## src/rtl/pc_redirect_unit.sv

```systemverilog
// pc_redirect_unit: fetch PC register with JR/branch/jump redirect, stall buffering and misaligned-target trap
//   clk, rst            : clock, asynchronous active-high reset
//   stall               : hold pc; a redirect seen while stalled is buffered
//   jr_control/jr_target, branch_taken/branch_target, jump/jump_index : redirect requests (priority in that order)
//   pc, pc_plus4        : registered fetch PC and its combinational successor
//   flush               : one-cycle IF/ID flush after each redirect
//   pending             : a buffered redirect awaits stall release
//   addr_error, epc     : sticky misaligned-target flag and last offending target
module pc_redirect_unit #(
    parameter logic [31:0] RESET_PC   = 32'h0000_0000,
    parameter logic [31:0] EXC_VECTOR = 32'h0000_0080
) (
    input  logic        clk,
    input  logic        rst,
    input  logic        stall,
    input  logic        jr_control,
    input  logic [31:0] jr_target,
    input  logic        branch_taken,
    input  logic [31:0] branch_target,
    input  logic        jump,
    input  logic [25:0] jump_index,
    output logic [31:0] pc,
    output logic [31:0] pc_plus4,
    output logic        flush,
    output logic        pending,
    output logic        addr_error,
    output logic [31:0] epc
);
    logic [31:0] pc_q, pc_d, epc_q, epc_d, tgt_q, tgt_d, t;
    logic        flush_q, flush_d, pending_q, pending_d, addr_error_q, addr_error_d;
    logic        r, trap;
    always_comb begin
        t = jr_control ? jr_target : branch_taken ? branch_target : {pc_q[31:28], jump_index, 2'b00};
        r = jr_control | branch_taken | jump;
        trap = r && (t[1:0] != 2'b00);
        pc_d = pc_q;
        epc_d = epc_q;
        tgt_d = tgt_q;
        flush_d = 1'b0;
        pending_d = pending_q;
        addr_error_d = addr_error_q;
        // a misaligned target traps even while stalled
        if (trap) begin
            pc_d = EXC_VECTOR;
            epc_d = t;
            addr_error_d = 1'b1;
            flush_d = 1'b1;
            pending_d = 1'b0;
        end else if (!stall) begin
            pc_d = r ? t : pending_q ? tgt_q : pc_q + 32'd4;
            flush_d = r | pending_q;
            pending_d = 1'b0;
        end else if (r) begin
            pending_d = 1'b1;
            tgt_d = t;
        end
    end
    always_ff @(posedge clk or posedge rst) begin
        if (rst) begin
            pc_q <= RESET_PC;
            epc_q <= '0;
            tgt_q <= '0;
            flush_q <= 1'b0;
            pending_q <= 1'b0;
            addr_error_q <= 1'b0;
        end else begin
            pc_q <= pc_d;
            epc_q <= epc_d;
            tgt_q <= tgt_d;
            flush_q <= flush_d;
            pending_q <= pending_d;
            addr_error_q <= addr_error_d;
        end
    end
    assign pc = pc_q;
    assign pc_plus4 = pc_q + 32'd4;
    assign flush = flush_q;
    assign pending = pending_q;
    assign addr_error = addr_error_q;
    assign epc = epc_q;
endmodule

```

## config.mk

```make
export PLATFORM = sky130hd
export DESIGN_NAME = pc_redirect_unit
export DESIGN_NICKNAME = d
export VERILOG_FILES = /design/src/rtl/pc_redirect_unit.sv
export SDC_FILE = /design/constraint.sdc
export NUM_CORES = 1
export LEC_CHECK = 0
export CAP_MARGIN = 5
export CORE_ASPECT_RATIO = 0.9
export CORE_MARGIN = 8
export CORE_UTILIZATION = 40
export CTS_CLUSTER_SIZE = 10
export DETAILED_ROUTE_END_ITERATION = 8
export PLACE_DENSITY_LB_ADDON = 0.25
export SETUP_SLACK_MARGIN = 0.5
export SYNTH_ARGS = -nofsm -noshare
export SYNTH_HDL_FRONTEND = slang
export SYNTH_SLANG_ARGS = --single-unit
export TNS_END_PERCENT = 100
```

## constraint.sdc

```tcl
create_clock -name clk -period 8 [get_ports clk]
set_clock_uncertainty 0.2 [all_clocks]
set_input_delay 2 -clock clk [delete_from_list [all_inputs] [get_ports clk]]
set_output_delay 2 -clock clk [all_outputs]
set_load 0.01 [all_outputs]
```

# Word-level counts from Yosys, hierarchy flattened
# Index checks and enable logic that the tools add are counted.
# classes
bitwise_logic	4
reduce_logical	3
n_eq_ne	2
n_addsub	1
mux	11
# ops
operator	count
$mux W32	6
$add A32 B3 Y32 const B	1
$mux W1	5
$ne A3 B1 Y1 const B	1
$or A1 B1 Y1	3
$reduce_and A3 Y1	1
$ne A2 B1 Y1 const B	1
$reduce_bool A2 Y1	1
$logic_and A1 B1 Y1	1
$not A1 Y1	1
# word_totals
register_bits	99
in_bits	96
output_inout_bits	99

# Longest topological paths before layout
# Gate-level depths: netlist of run 1.
# logic_depth
ltp_word	6
depth_mapped	8

# Least setup slack after synthesis of run 1
# Ideal clock, no wire load.
# synth_timing
path_kind	register -> output
startpoint	register pc_q[2], in the netlist pc[2]
endpoint	output pc_plus4[20]
arrival_ns	1.677
stages_incl_launch_ff	6
path_buffers	0
setup_slack_ns	4.123
cell_sequence	dfrtp_1 > ha_1 > nand3_1 > nor4_2 > and3_1 > xor2_1
# synth_between
elab_chain_cells	1
# synth_rtl
element	line	text
from (decl)	29	logic [31:0] pc_q, pc_d, epc_q, epc_d, tgt_q, tgt_d, t;
from (signal assigned)	67	pc_q <= pc_d;
$add A32 B3 Y32	76	assign pc_plus4 = pc_q + 32'd4;
to (decl)	23	output logic [31:0] pc_plus4,
# No other way between the ends.

# Final worst setup path of run 1
# layout_timing
startpoint	register pc_q[4], in the netlist pc[4]
endpoint	output pc_plus4[31]
# Same word-level chain as after synthesis.

==> metrics, run 1 <==
status complete, no violations; Post-synth EDFFs 0; Placement Setup Slack 2.91 ns; RSZ-0062 raised after global routing no; first-pass GRT wire length 31,600 microns; cells on worst reg2reg path 5; CTS HTree Levels 3; Pwr Total 1.43 mW; Die Height 130 microns; Avg WL per Cell 19.6 microns; Startpoint Class flip-flop; fin. max-slew vios 0; final hold slack 0.268 ns; initial antenna violation count 0; Die Width 142 microns; Critical Path AT 3.26 ns; CP endpoint pc_plus4[31]; Reg clk slew, reported paths 0.06 ns; minimum clock period after layout 5.46 ns; peak supply drop 111 uV; Clock Sinks 99; Slew headroom 24.5%; final net count 927; synth warn 0; Clk Tree Root Cell clkbuf_16; Least-Margin Pin Slew 1.12 ns; worst skew pair latency 0.35 ns; vias per cell 5.54; Layout area overhead 40.1%; CP Class flip-flop to output pin; io pins 195; post-synthesis sequential area ratio 43.0%; Worst Hold Class flip-flop to flip-flop; Max Buffers Root-to-Sink 2; GRT Total Usage 21.8%; die area 18,500 sq um; R2R setup slack 5.18 ns; commonest non-fill, non-tap cells in the layout 191 x clkdlybuf4s50_1, 99 x dfrtp_1, 95 x nand2_1; hold buffers post-CTS 0; Pre-antenna DRT Iters 5; Final Hold Fails 0; vias in the first global route 5,684; setup TNS 0 ns; Synth Cell Area 5760 sq um; n_diodes 0; row cnt 41; CP Launch Point pc[4]$_DFFE_PP0N_; Placeable Area 14,100 sq um; asr flop ratio synth 100%; Yosys reg bits 99; DRC 0; Post-Route WL 20,100 microns; share of layout cells above drive strength 1 5.27%; Crit. End Element output pin; PortBufs 194; ANT nets after route 0; commonest non-fill, non-tap cell in the layout clkdlybuf4s50_1; starting density of the core 41.0%; Hold Path Depth 1; total global routing overflow 0; Avg Inst Size Synth 8.61 sq um; Setup Fix Bufs, Post-CTS 0; Max Clk Rate 0.183 GHz; CTS tree done; final worst setup slack 2.54 ns; reg2reg start pc[4]$_DFFE_PP0N_; GP Congestion 0.896; worst flop-to-flop path endpoint pc[27]$_DFFE_PP0N_; post-CTS resize count 0; Leak Pwr 3.35 nW; Vias 5,696; Netlist cell types 62; worst-path fanout max 12; Top FF cell, synth dfrtp_1; setup violators final 0; cell taking the most area after synthesis dfrtp_1; CP required 5.80 ns; Synth top area share 43.0%; Synth Net Count 766; synth top area cells dfrtp_1 43%, o21ai_0 8.2%, nand2_1 6.2%, mux2i_1 5.2%, a21oi_1 3.5%; Tcrit/Tclk final 68.3%; cell count after synthesis 669; Power Density 177 nW/um^2; cts bufs inserted 9; max cap viols 0; pin count of the biggest net entering global routing 86; DRT iter0 DRCs 438; hpwl dp 14,300 microns
-- cells in the mapped netlist, types with 3 or more instances --
library cell   n
dfrtp_1       99
o21ai_0       94
inv_1         15
o2bb2ai_1      3
o21a_1         3
and4_1         3
a32o_1         4
a21oi_1       40
nand2b_1       8
buf_4          4
nor2b_1        8
o31a_1         3
clkbuf_1      33
a2bb2oi_1      3
nand2_1       95
o311a_1        4
a211oi_1       3
nor3_1         6
and3_1         7
or4_1          3
nand4_1        7
a22o_1         3
buf_2          9
nor2_1        47
xor2_1         9
xnor2_1       19
a31oi_1        4
mux2i_1       30
buf_1          6
a21boi_0       3
o211ai_1       6
nand3_1       34
mux2_2         8
o22ai_1        6
-- critical path, cell delays in order (launching register included) --
cell and delay, ns:
dfrtp_1 0.50, nand4_4 0.22, nor4_2 0.96, nand4_1 0.40, xnor2_1 0.26, clkdlybuf4s50_1 0.57
-- sequential cells by signal, summed over array words and instances (netlist names) --
| name | count |
|---|---|
| epc | 32 |
| pc | 32 |
| tgt_q | 32 |
| addr_error | 1 |
| pending | 1 |
| flush | 1 |
-- layout make-up --
cell class	instances	area, sq um
fillers	1255	5990
multi-input cells	503	3030
flip-flops and latches	99	2480
repair buffers	202	1990
clock buffers	14	264
well taps	193	241
inverters	15	58.8
clock inverters	2	10.0
-- how the worst min path moves through the flow --
stage                                         to                   start
after floorplan             tgt_q[9]$_DFFE_PP0P_    tgt_q[9]$_DFFE_PP0P_
after global placement    addr_error$_DFFE_PP0P_  addr_error$_DFFE_PP0P_
after detailed placement  addr_error$_DFFE_PP0P_  addr_error$_DFFE_PP0P_
after CTS                 addr_error$_DFFE_PP0P_  addr_error$_DFFE_PP0P_
after global routing        tgt_q[9]$_DFFE_PP0P_    tgt_q[9]$_DFFE_PP0P_
final                     addr_error$_DFFE_PP0P_  addr_error$_DFFE_PP0P_
-- per-layer routing --
layer	routed length (microns)	up-vias	global-route usage (%)
met5	0	-	0
met4	399	0	6.24
met3	1870	18	7.63
met2	9400	244	35.2
met1	8440	2734	27.2
li1	-	2700	-
-- per-stage QoR --
stage / utilization, % / instances / area (sq um)
floorplan: - / 669 / 5760
global placement: 55.5 / 1012 / 7790
detailed placement: 55.5 / 1012 / 7790
CTS: 57.4 / 1028 / 8070
global route: 57.4 / 1028 / 8070
finish: 57.4 / 1028 / 8070
-- cell families after synthesis --
kind of cell	after synthesis	synth area share, %
adder cells (fa/ha/maj)	1	0.217
flip-flops	99	43.0
AND/OR/NAND/NOR	234	19.8
XOR/XNOR	28	4.26
AO/OA/AOI/OAI	202	21.2
buffers and inverters	67	4.82
multiplexers	38	6.78
-- power breakdown --
part           switching, mW  leakage (nW)  internal [mW]
Clock                  0.189         0.137          0.228
Sequential            0.0573          1.25          0.568
Combinational          0.191          1.97          0.200
No activity file was read; power rests on OpenSTA's default activity.
==> inputs of run 2 (changes only) <==
==> constraint.sdc (replaced) <==
create_clock -name clk -period 5.2 [get_ports clk]
set_clock_uncertainty 0.2 [all_clocks]
set_input_delay 1.3 -clock clk [delete_from_list [all_inputs] [get_ports clk]]
set_output_delay 1.3 -clock clk [all_outputs]
set_load 0.01 [all_outputs]
==> run 2 against run 1 <==
Effect of this change:
- flip-flop and latch count did not move
- critical path type unchanged
- sequential power rose by 55%
- via count rose by 0.72%
==> metrics, run 2 (synthesis results as in run 1) <==
status complete, no violations; post-CTS resize count 0 (unchanged); Worst Hold Class flip-flop to flip-flop; commonest non-fill, non-tap cell in the layout clkdlybuf4s50_1; Least-Margin Pin Slew 1.00 ns (-0.120 ns); Clk Tree Root Cell clkbuf_16; commonest non-fill, non-tap cells in the layout 191 x clkdlybuf4s50_1, 99 x dfrtp_1, 95 x nand2_1; share of layout cells above drive strength 1 6.18% (+0.91 points); worst-path fanout max 9 (-3); max cap viols 0 (unchanged); cts bufs inserted 9 (unchanged); final worst setup slack 0.735 ns (-1.80 ns); Max Clk Rate 0.224 GHz; CP required 3.70 ns (-2.10 ns); Setup Fix Bufs, Post-CTS 0 (unchanged); Tcrit/Tclk final 85.9%; CTS tree done; PortBufs 194 (unchanged); Die Width 142 microns (unchanged); Pre-antenna DRT Iters 4 (-1); Startpoint Class flip-flop; starting density of the core 41.0% (unchanged); RSZ-0062 raised after global routing no; first-pass GRT wire length 31,800 microns (+0.72%); n_diodes 0 (unchanged); Critical Path AT 2.96 ns (-0.30 ns); Post-Route WL 20,200 microns (+0.57%); Reg clk slew, reported paths 0.06 ns (about the same); hpwl dp 15,000 microns (+5.3%); Leak Pwr 3.42 nW (+1.9%); hold buffers post-CTS 0 (unchanged); DRT iter0 DRCs 339 (-23%); peak supply drop 223 uV (+100%); Clock Sinks 99 (unchanged); Die Height 130 microns (unchanged); ANT nets after route 0 (unchanged); Max Buffers Root-to-Sink 2 (unchanged); minimum clock period after layout 4.46 ns; Layout area overhead 42.1%; vias in the first global route 5,877 (+3.4%); DRC 0 (unchanged); Crit. End Element output pin; io pins 195 (unchanged); Placeable Area 14,100 sq um (unchanged); Slew headroom 32.9% (+8.4 points); die area 18,500 sq um (unchanged); pin count of the biggest net entering global routing 53 (-38%); GRT Total Usage 22.0% (+0.16 points); initial antenna violation count 0 (unchanged); DP Cell Count 1,018 (+0.59%); Placement Setup Slack 1.16 ns (-1.75 ns); CP Class flip-flop to output pin; Pwr Total 2.34 mW (+63%); Final Non-Filler Cells 1,034 (+0.58%); fin. max-slew vios 0 (unchanged); setup TNS 0 ns (unchanged); GP Congestion 0.859 (-4.2%); row cnt 41 (unchanged); final net count 933 (+0.65%); Vias 5,737 (+0.72%); Power Density 286 nW/um^2 (+61%); Avg WL per Cell 19.6 microns (about the same); Final Hold Fails 0 (unchanged); CTS HTree Levels 3 (unchanged); worst skew pair latency 0.35 ns (about the same); setup violators final 0 (unchanged); Fillers 1,259 (+0.32%); total global routing overflow 0 (unchanged); vias per cell 5.55 (+0.14%)
[run 2: cell types whose count changed in the layout (fill, tap and decap cells not counted)]
cell       change
clkbuf_8       -1
buf_4          +6
bufinv_16      +3
clkbuf_1       -2
[run 2: worst paths after layout]
kind                                     start                   to  slack (ns)  cells past startpoint
min in group asynchronous                  rst  epc[24]$_DFFE_PP0P_        1.19                      2
setup reg to reg           pending$_DFFE_PP0P_   pc[19]$_DFFE_PP0N_        2.58                      5
hold / removal             epc[10]$_DFFE_PP0P_  epc[10]$_DFFE_PP0P_        0.28                      2
setup / recovery             pc[2]$_DFFE_PP0N_         pc_plus4[30]        0.74                      6
max in group asynchronous                  rst  epc[31]$_DFFE_PP0P_        2.78                      3
hold reg to reg            epc[10]$_DFFE_PP0P_  epc[10]$_DFFE_PP0P_        0.28                      2
[run 2: through the flow]
stage,cell area (sq um),utilization (%),hold slack (ns)
2_1_floorplan,5760,-,0.241
3_3_place_gp,7840,55.8,0.252
3_5_place_dp,7840,55.8,0.263
4_1_cts,8180,58.2,0.280
5_1_grt,8180,58.2,0.305
6_report,8180,58.2,0.280
[run 2: critical path, cell delays in order, from the launching register on]
cell and delay (ns):
dfrtp_1 0.47, ha_1 0.32, nand2_1 0.17, nor4_4 0.50, nand3_1 0.24, xnor2_1 0.31
clkdlybuf4s50_1 0.60
[run 2: report_power, final]
group	switching (mW)	leakage (nW)	internal, mW
Clock	0.290	0.169	0.482
Combinational	0.294	2.00	0.309
Sequential	0.0927	1.25	0.873
Total	0.676	3.42	1.66
[run 2: area by class of cell]
cell class              count  area [sq um]  share of cell area (%)
clock buffers              11           243                    2.97
clock inverters             5           100                    1.22
inverters                  15          58.8                   0.719
multi-input cells         503          3030                    37.0
flip-flops and latches     99          2480                    30.3
well taps                 193           241                    2.95
repair buffers            208          2030                    24.8
[run 2: per-layer routing]
metal / track usage [%] / up-vias / routed length, microns
met4: 6.05 / 0 / 382
li1: - / 2712 / -
met5: 0 / - / 0
met2: 36.3 / 226 / 9690
met3: 7.85 / 21 / 1760
met1: 26.7 / 2778 / 8390
